File: src/rtl/event_pkg.sv
// Shared types and constants for the event framing path: entry layout, frame geometry, FSM states.
// Also provides the byte selector used to walk a frame out of the shadow register.
package event_pkg;

    localparam logic [7:0] SYNC_BYTE_DEF = 8'hA5;
    localparam int         FRAME_BYTES   = 10;
    localparam int         TS_W          = 32;
    localparam int         EVT_W         = 32;

    typedef struct packed {
        logic [TS_W-1:0]  ts;
        logic [EVT_W-1:0] ev;
    } evt_entry_t;

    typedef enum logic [1:0] {
        ST_IDLE = 2'd0,
        ST_LOAD = 2'd1,
        ST_SEND = 2'd2,
        ST_CSUM = 2'd3
    } pack_state_t;

    // Bytes 0..8 of a frame; the checksum byte is tracked separately.
    function automatic logic [7:0] frame_byte(
        input evt_entry_t e,
        input logic [3:0] idx,
        input logic [7:0] sync
    );
        logic [7:0] b;
        case (idx)
            4'd0:    b = sync;
            4'd1:    b = e.ts[31:24];
            4'd2:    b = e.ts[23:16];
            4'd3:    b = e.ts[15:8];
            4'd4:    b = e.ts[7:0];
            4'd5:    b = e.ev[31:24];
            4'd6:    b = e.ev[23:16];
            4'd7:    b = e.ev[15:8];
            4'd8:    b = e.ev[7:0];
            default: b = 8'h00;
        endcase
        return b;
    endfunction

endpackage

File: src/rtl/sync_fifo.sv
// Single-clock FIFO with full/empty/level; read data is the head entry taken straight from storage.
// Latency: a write is visible at the head the next cycle; pop advances the head at the clock edge.
// Backpressure: writes while full and reads while empty are ignored; full/empty reflect pre-edge state.
module sync_fifo #(
    parameter int WIDTH = 64,
    parameter int DEPTH = 16
) (
    input  logic                   i_clk,
    input  logic                   i_rst_n,
    input  logic                   i_wr_vld,
    input  logic [WIDTH-1:0]       i_wr_dat,
    input  logic                   i_rd_vld,
    output logic [WIDTH-1:0]       o_rd_dat,
    output logic                   o_full,
    output logic                   o_empty,
    output logic [$clog2(DEPTH):0] o_level
);

    localparam int AW = $clog2(DEPTH);

    logic [WIDTH-1:0] r_mem [DEPTH];
    logic [AW:0]      r_wr_ptr;
    logic [AW:0]      r_rd_ptr;
    logic             w_wr;
    logic             w_rd;

    // Pointers carry one extra wrap bit so full and empty are distinguishable.
    assign o_empty  = (r_wr_ptr == r_rd_ptr);
    assign o_full   = (r_wr_ptr[AW] != r_rd_ptr[AW]) &&
                      (r_wr_ptr[AW-1:0] == r_rd_ptr[AW-1:0]);
    assign o_level  = r_wr_ptr - r_rd_ptr;
    assign o_rd_dat = r_mem[r_rd_ptr[AW-1:0]];

    assign w_wr = i_wr_vld && !o_full;
    assign w_rd = i_rd_vld && !o_empty;

    always_ff @(posedge i_clk or negedge i_rst_n) begin
        if (!i_rst_n) begin
            r_wr_ptr <= '0;
            r_rd_ptr <= '0;
        end else begin
            if (w_wr) r_wr_ptr <= r_wr_ptr + 1'b1;
            if (w_rd) r_rd_ptr <= r_rd_ptr + 1'b1;
        end
    end

    always_ff @(posedge i_clk) begin
        if (w_wr) r_mem[r_wr_ptr[AW-1:0]] <= i_wr_dat;
    end

endmodule

File: src/rtl/event_frame_packer.sv
// Timestamps qualified event words, buffers them and serialises each as a 10-byte checksummed frame.
// Latency: event into an empty, idle packer gives the first m_valid 3 cycles later; one LOAD cycle between frames.
// Backpressure: m_valid/m_data hold while m_ready is low; events arriving with the FIFO full are dropped and counted.
module event_frame_packer
    import event_pkg::*;
#(
    parameter int         DEPTH     = 16,
    parameter logic [7:0] SYNC_BYTE = SYNC_BYTE_DEF
) (
    input  logic                   clk,
    input  logic                   rst,
    input  logic                   sample_en,
    input  logic                   event_valid,
    input  logic [EVT_W-1:0]       event_in,
    output logic                   m_valid,
    output logic [7:0]             m_data,
    input  logic                   m_ready,
    output logic [$clog2(DEPTH):0] fifo_level,
    output logic                   overflow,
    output logic [15:0]            drop_count
);

    localparam logic [3:0] LAST_DATA_IDX = 4'(FRAME_BYTES - 2);

    logic [TS_W-1:0] r_ts;
    logic            r_overflow;
    logic [15:0]     r_drop_cnt;
    pack_state_t     r_state;
    pack_state_t     w_state_nxt;
    evt_entry_t      r_shadow;
    logic [3:0]      r_idx;
    logic [7:0]      r_csum;

    evt_entry_t      w_wr_entry;
    evt_entry_t      w_head;
    logic            w_full;
    logic            w_empty;
    logic            w_push;
    logic            w_drop;
    logic            w_pop;
    logic            w_hs;

    // Events stamped in a sample_en cycle see the pre-increment count.
    always_ff @(posedge clk or negedge rst) begin
        if (!rst) begin
            r_ts <= '0;
        end else if (sample_en) begin
            r_ts <= r_ts + 1'b1;
        end
    end

    assign w_wr_entry = '{ts: r_ts, ev: event_in};
    assign w_push     = event_valid && !w_full;
    assign w_drop     = event_valid && w_full;
    assign w_pop      = (r_state == ST_LOAD);

    sync_fifo #(
        .WIDTH ($bits(evt_entry_t)),
        .DEPTH (DEPTH)
    ) u_fifo (
        .i_clk    (clk),
        .i_rst_n  (rst),
        .i_wr_vld (w_push),
        .i_wr_dat (w_wr_entry),
        .i_rd_vld (w_pop),
        .o_rd_dat (w_head),
        .o_full   (w_full),
        .o_empty  (w_empty),
        .o_level  (fifo_level)
    );

    always_ff @(posedge clk or negedge rst) begin
        if (!rst) begin
            r_overflow <= 1'b0;
            r_drop_cnt <= '0;
        end else if (w_drop) begin
            r_overflow <= 1'b1;
            if (r_drop_cnt != 16'hFFFF) r_drop_cnt <= r_drop_cnt + 16'd1;
        end
    end

    assign overflow   = r_overflow;
    assign drop_count = r_drop_cnt;

    always_ff @(posedge clk or negedge rst) begin
        if (!rst) r_state <= ST_IDLE;
        else      r_state <= w_state_nxt;
    end

    assign w_hs = m_valid && m_ready;

    always_comb begin
        w_state_nxt = r_state;
        m_valid     = 1'b0;
        m_data      = 8'h00;
        case (r_state)
            ST_IDLE: begin
                if (!w_empty) w_state_nxt = ST_LOAD;
            end
            ST_LOAD: begin
                w_state_nxt = ST_SEND;
            end
            ST_SEND: begin
                m_valid = 1'b1;
                m_data  = frame_byte(r_shadow, r_idx, SYNC_BYTE);
                if (m_ready && (r_idx == LAST_DATA_IDX)) w_state_nxt = ST_CSUM;
            end
            ST_CSUM: begin
                m_valid = 1'b1;
                m_data  = r_csum;
                if (m_ready) w_state_nxt = w_empty ? ST_IDLE : ST_LOAD;
            end
            default: w_state_nxt = ST_IDLE;
        endcase
    end

    // Shadow register frees the FIFO slot as soon as a frame starts.
    always_ff @(posedge clk or negedge rst) begin
        if (!rst) begin
            r_shadow <= '0;
            r_idx    <= '0;
            r_csum   <= '0;
        end else if (r_state == ST_LOAD) begin
            r_shadow <= w_head;
            r_idx    <= '0;
            r_csum   <= '0;
        end else if ((r_state == ST_SEND) && w_hs) begin
            r_csum <= r_csum ^ m_data;
            r_idx  <= r_idx + 4'd1;
        end
    end

endmodule

File: config.mk
export PLATFORM = sky130hd
export DESIGN_NAME = event_frame_packer
export DESIGN_NICKNAME = d
export VERILOG_FILES = /design/src/rtl/event_pkg.sv /design/src/rtl/sync_fifo.sv /design/src/rtl/event_frame_packer.sv
export SDC_FILE = /design/constraint.sdc
export NUM_CORES = 1
export LEC_CHECK = 0
export CAP_MARGIN = 5
export CORE_UTILIZATION = 50
export CTS_CLUSTER_DIAMETER = 60
export DETAILED_ROUTE_END_ITERATION = 7
export GPL_TIMING_DRIVEN = 0
export PLACE_DENSITY = 0.7
export SYNTH_ARGS = -nofsm -noshare
export SYNTH_HDL_FRONTEND = slang
export SYNTH_SLANG_ARGS = --single-unit
File: constraint.sdc
create_clock -name clk -period 16.3 [get_ports clk]
set_input_delay 4.89 -clock clk [delete_from_list [all_inputs] [get_ports clk]]
set_output_delay 4.89 -clock clk [all_outputs]
set_load 0.03 [all_outputs]
==> summary.txt, run 1 <==
Synthesis
  – Post-synthesis sequential area ratio: 75.45%
  – Seq cells post-synth: 1,161
  – Synth Instances: 2,574
  – Warnings, synthesis: 0
  – Mapped Nets: 2,632
  – Count of cell types in the netlist: 59
  – Ys async rst share: 11.80%
  – Syn avg cell area: 17.60 µm²
  – Synth Flop Type: edfxtp_1
  – Mapped Area: 45,300 µm²
  – Post-synth EDFFs: 1,024

Die
  – DIE HEIGHT: 303.0 µm
  – Die area: 91,810 µm²
  – Number of I/O pins: 68
  – FP Rows: 110
  – Die W: 303.0 µm
  – Core area: 89,870 µm²
  – Initial Util: 50.40%

Worst setup path
  – Crit path top cell by count: buf_2
  – CP max-delay cell: clkdlybuf4s50_1
  – Startpoint types: register
  – CP Max Fanout: 10
  – Kind of critical path: reg2out
  – CP Launch Point: u_fifo.r_rd_ptr[2]
  – Worst Path Required: 11.41 ns
  – Crit-path max cell delay: 0.72 ns
  – Cell Chain, Critical Path: buf_2 -> buf_2 -> inv_1 -> ha_1 -> a21o_1 -> a21oi_1 -> xor2_1 -> clkdlybuf4s50_1
  – Reg-to-reg critical path endpoint: u_fifo.r_mem[3][30]
  – Crit end category: primary output
  – Worst path top cell family by delay: buffers and inverters
  – FF-to-FF path depth: 11
  – CP Buf/Inv Count: 4
  – Critical path arrival: 3.98 ns
  – Stages on the worst setup path: 8
  – Reg-to-Reg Start: u_fifo.r_rd_ptr[2]
  – R2R Setup Slk: 11.50 ns
  – Setup crit end: fifo_level[4]

Clocking
  – Cts repair resizes: 0
  – Buffer count from post-CTS setup fixing: 0
  – H-Tree Level Count: 3
  – Clock Tree Root: clkbuf_16
  – CTS tree: yes
  – Number of sinks on the clock net: 1,161
  – Clock Tree Buf Depth: 3
  – Clk_lat worst skew: 0.69 ns
  – Num CTS Buffers: 114
  – Hold-fix buffers at CTS: 0
  – Worst-path clk slew: 0.06 ns

Timing
  – Setup violators final: 0
  – Fin crit share: 54.44%
  – Final Hold Vio Count: 0
  – Final slew viol count: 0
  – Setup TNS: 0 ns
  – RSZ-0062 raised after global routing: false
  – Setup Skew: 0.04121 ns
  – Worst setup margin: 7.426 ns
  – Max Fclk: 112.7 MHz
  – Worst Tran Pin Value: 1.268 ns
  – Minimum clock period: 8.874 ns
  – Slew HR: 15.45%

Power
  – P per Cell Area: 179.9 nW/µm²
  – Leakage power: 17.91 nW
  – Peak supply drop: 0.00009675 V

Routing
  – Initial DRC Count: 2,729
  – Drt pass-1 iters: 6
  – Wire per inst: 26.82 µm
  – ANT nets after route: 0
  – Via count: 24.55k
  – Final routed DRC violation total: 0
  – Final wirelength: 109,700 µm
  – Detail-routed via count per cell: 6.004

Placement
  – Placer Congestion: 0.9043
  – # port buffers: 67
  – Detailed placement HPWL: 72,460 µm
  – Placed cell count: 3,875
  – Place WS: 8.186 ns

Cells and area
  – Commonest non-fill, non-tap cell in the layout: edfxtp_1
  – ANT cells: 0
  – Syn-to-layout area delta: 15.49%
  – Most frequent cells in the layout: edfxtp_1 (1,024), mux2i_1 (262), nand2_1 (192)
  – Nets: 2,873
  – Ratio of cells with drive above 1 in the final layout: 16.07%
  – Non-Filler Instances: 4,089

GRT
  – Grt ovf: 0
  – Initial antenna violation count: 4
  – Number of global-route vias before repair: 25.06k
  – Largest net degree at the start of global routing: 70
  – First-pass GRT wire length: 161,000 µm
  – Overall Global Routing Usage: 24.17%

Outcome
  – Status: finished, final reports clean

Flow run
  – Number of max-cap violations: 0

Min path
  – Worst min path class: reg2reg
[worst min-delay path by stage]
stage	start	endpoint	slack, ns	depth (start not counted)
floorplan	r_shadow[0]	r_shadow[0]	0.47	2
global placement	overflow	overflow	0.46	1
detailed placement	overflow	overflow	0.46	1
CTS	overflow	overflow	0.48	1
global route	overflow	overflow	0.50	1
finish	overflow	overflow	0.49	1
[per-stage QoR]
step / area, µm² / hold slack (ns) / power (mW) / utilization (%)
final: 52320 / 0.4930 / 9.413 / 58.21
after floorplan: 45300 / 0.4716 / 5.668 / -
after detailed placement: 48450 / 0.4602 / 6.783 / 53.91
after global placement: 47440 / 0.4589 / 6.685 / 52.79
after global routing: 52320 / 0.4959 / 9.762 / 58.21
after CTS: 52320 / 0.4786 / 9.442 / 58.21
[cell type report]
| class | count | area, µm² |
|---|---|---|
| Buffer | 139 | 685.7 |
| Clock buffer | 143 | 3148 |
| Clock inverter | 71 | 714.4 |
| Fill cell | 6524 | 37560 |
| Inverter | 21 | 78.83 |
| Multi-Input combinational cell | 1253 | 10470 |
| Sequential cell | 1161 | 34180 |
| Tap cell | 1176 | 1471 |
| Timing Repair Buffer | 125 | 1573 |
[cell usage after synthesis (2+ instances only)]
master	instances	share of area, %
dfrtp_1	137	7.6
o21ai_1	3	0.033
a31oi_1	5	0.069
o22ai_1	132	1.8
buf_4	7	0.12
and2_1	5	0.069
edfxtp_1	1024	68
buf_2	55	0.61
mux2_2	2	0.050
clkbuf_1	61	0.51
mux2i_1	262	5.8
a211oi_1	5	0.083
a21o_1	5	0.083
a21oi_1	141	1.6
nand3_2	4	0.088
nand3_1	23	0.25
ha_1	20	0.55
a222oi_1	6	0.13
or4_1	2	0.033
nand2_1	192	1.6
or3b_1	2	0.039
or3_1	2	0.028
nor4_4	2	0.094
and3_1	10	0.14
inv_1	20	0.17
nor2b_1	6	0.083
nand4_1	16	0.22
a22oi_1	11	0.18
nand2b_1	7	0.097
xor2_1	15	0.29
nor3_1	71	0.78
mux4_2	128	6.4
nor2_1	93	0.77
o31ai_1	4	0.066
o21ai_0	14	0.15
xnor2_1	45	0.87
buf_1	6	0.050
a22o_1	2	0.039
buf_6	9	0.22
[per-layer routing]
| metal | vias to the layer above | global-route usage (%) | part of all wire, % |
|---|---|---|---|
| met5 | - | 0 | 0.038 |
| met4 | 6 | 8.351 | 3.0 |
| met3 | 204 | 4.812 | 8.1 |
| met2 | 1035 | 39.65 | 49 |
| met1 | 12690 | 32.40 | 40 |
| li1 | 10620 | - | - |
[state kept, by name, summed over array words and instances, names as in the netlist]
signal / count
u_fifo.r_mem: 1024
r_csum: 8
overflow: 1
r_idx: 4
u_fifo.r_rd_ptr: 5
r_state: 2
r_ts: 32
r_shadow: 64
drop_count: 16
u_fifo.r_wr_ptr: 5
[power breakdown]
| part | internal (mW) | total, mW | switching (mW) |
|---|---|---|---|
| clock | 1.57 | 2.67 | 1.10 |
| sequential | 3.67 | 3.86 | 0.195 |
| combinational | 1.05 | 2.88 | 1.83 |
| total | 6.29 | 9.41 | 3.12 |
[logic make-up (layout without fill, tap and decap cells)]
| kind of cell | count (synthesis) | count (layout) | synth area share, % |
|---|---|---|---|
| compound gates | 335 | 335 | 4.386 |
| xor+xnor | 61 | 61 | 1.196 |
| fa+ha+maj | 21 | 21 | 0.5966 |
| buf+inv | 160 | 499 | 1.688 |
| flops | 1161 | 1161 | 75.45 |
| mux | 392 | 392 | 12.20 |
| simple gates | 444 | 444 | 4.480 |
(Power assumes the default switching activity.)
==> run 2: changes to the inputs <==
==> constraint.sdc (replaced) <==
create_clock -name clk -period 8.56 [get_ports clk]
set_input_delay 2.568 -clock clk [delete_from_list [all_inputs] [get_ports clk]]
set_output_delay 2.568 -clock clk [all_outputs]
set_load 0.03 [all_outputs]
==> results of run 2 <==
The final DEF is identical to that of run 1. Status: finished, final reports clean.
Among the figures that moved: setup slack after placement 8.186 ns -> 2.768 ns; setup slack after layout 7.426 ns -> 2.008 ns; register-to-register setup slack 11.50 ns -> 3.76 ns; total power 9.413 mW -> 17.92 mW; worst IR drop on VDD 0.00009675 V -> 0.0001842 V
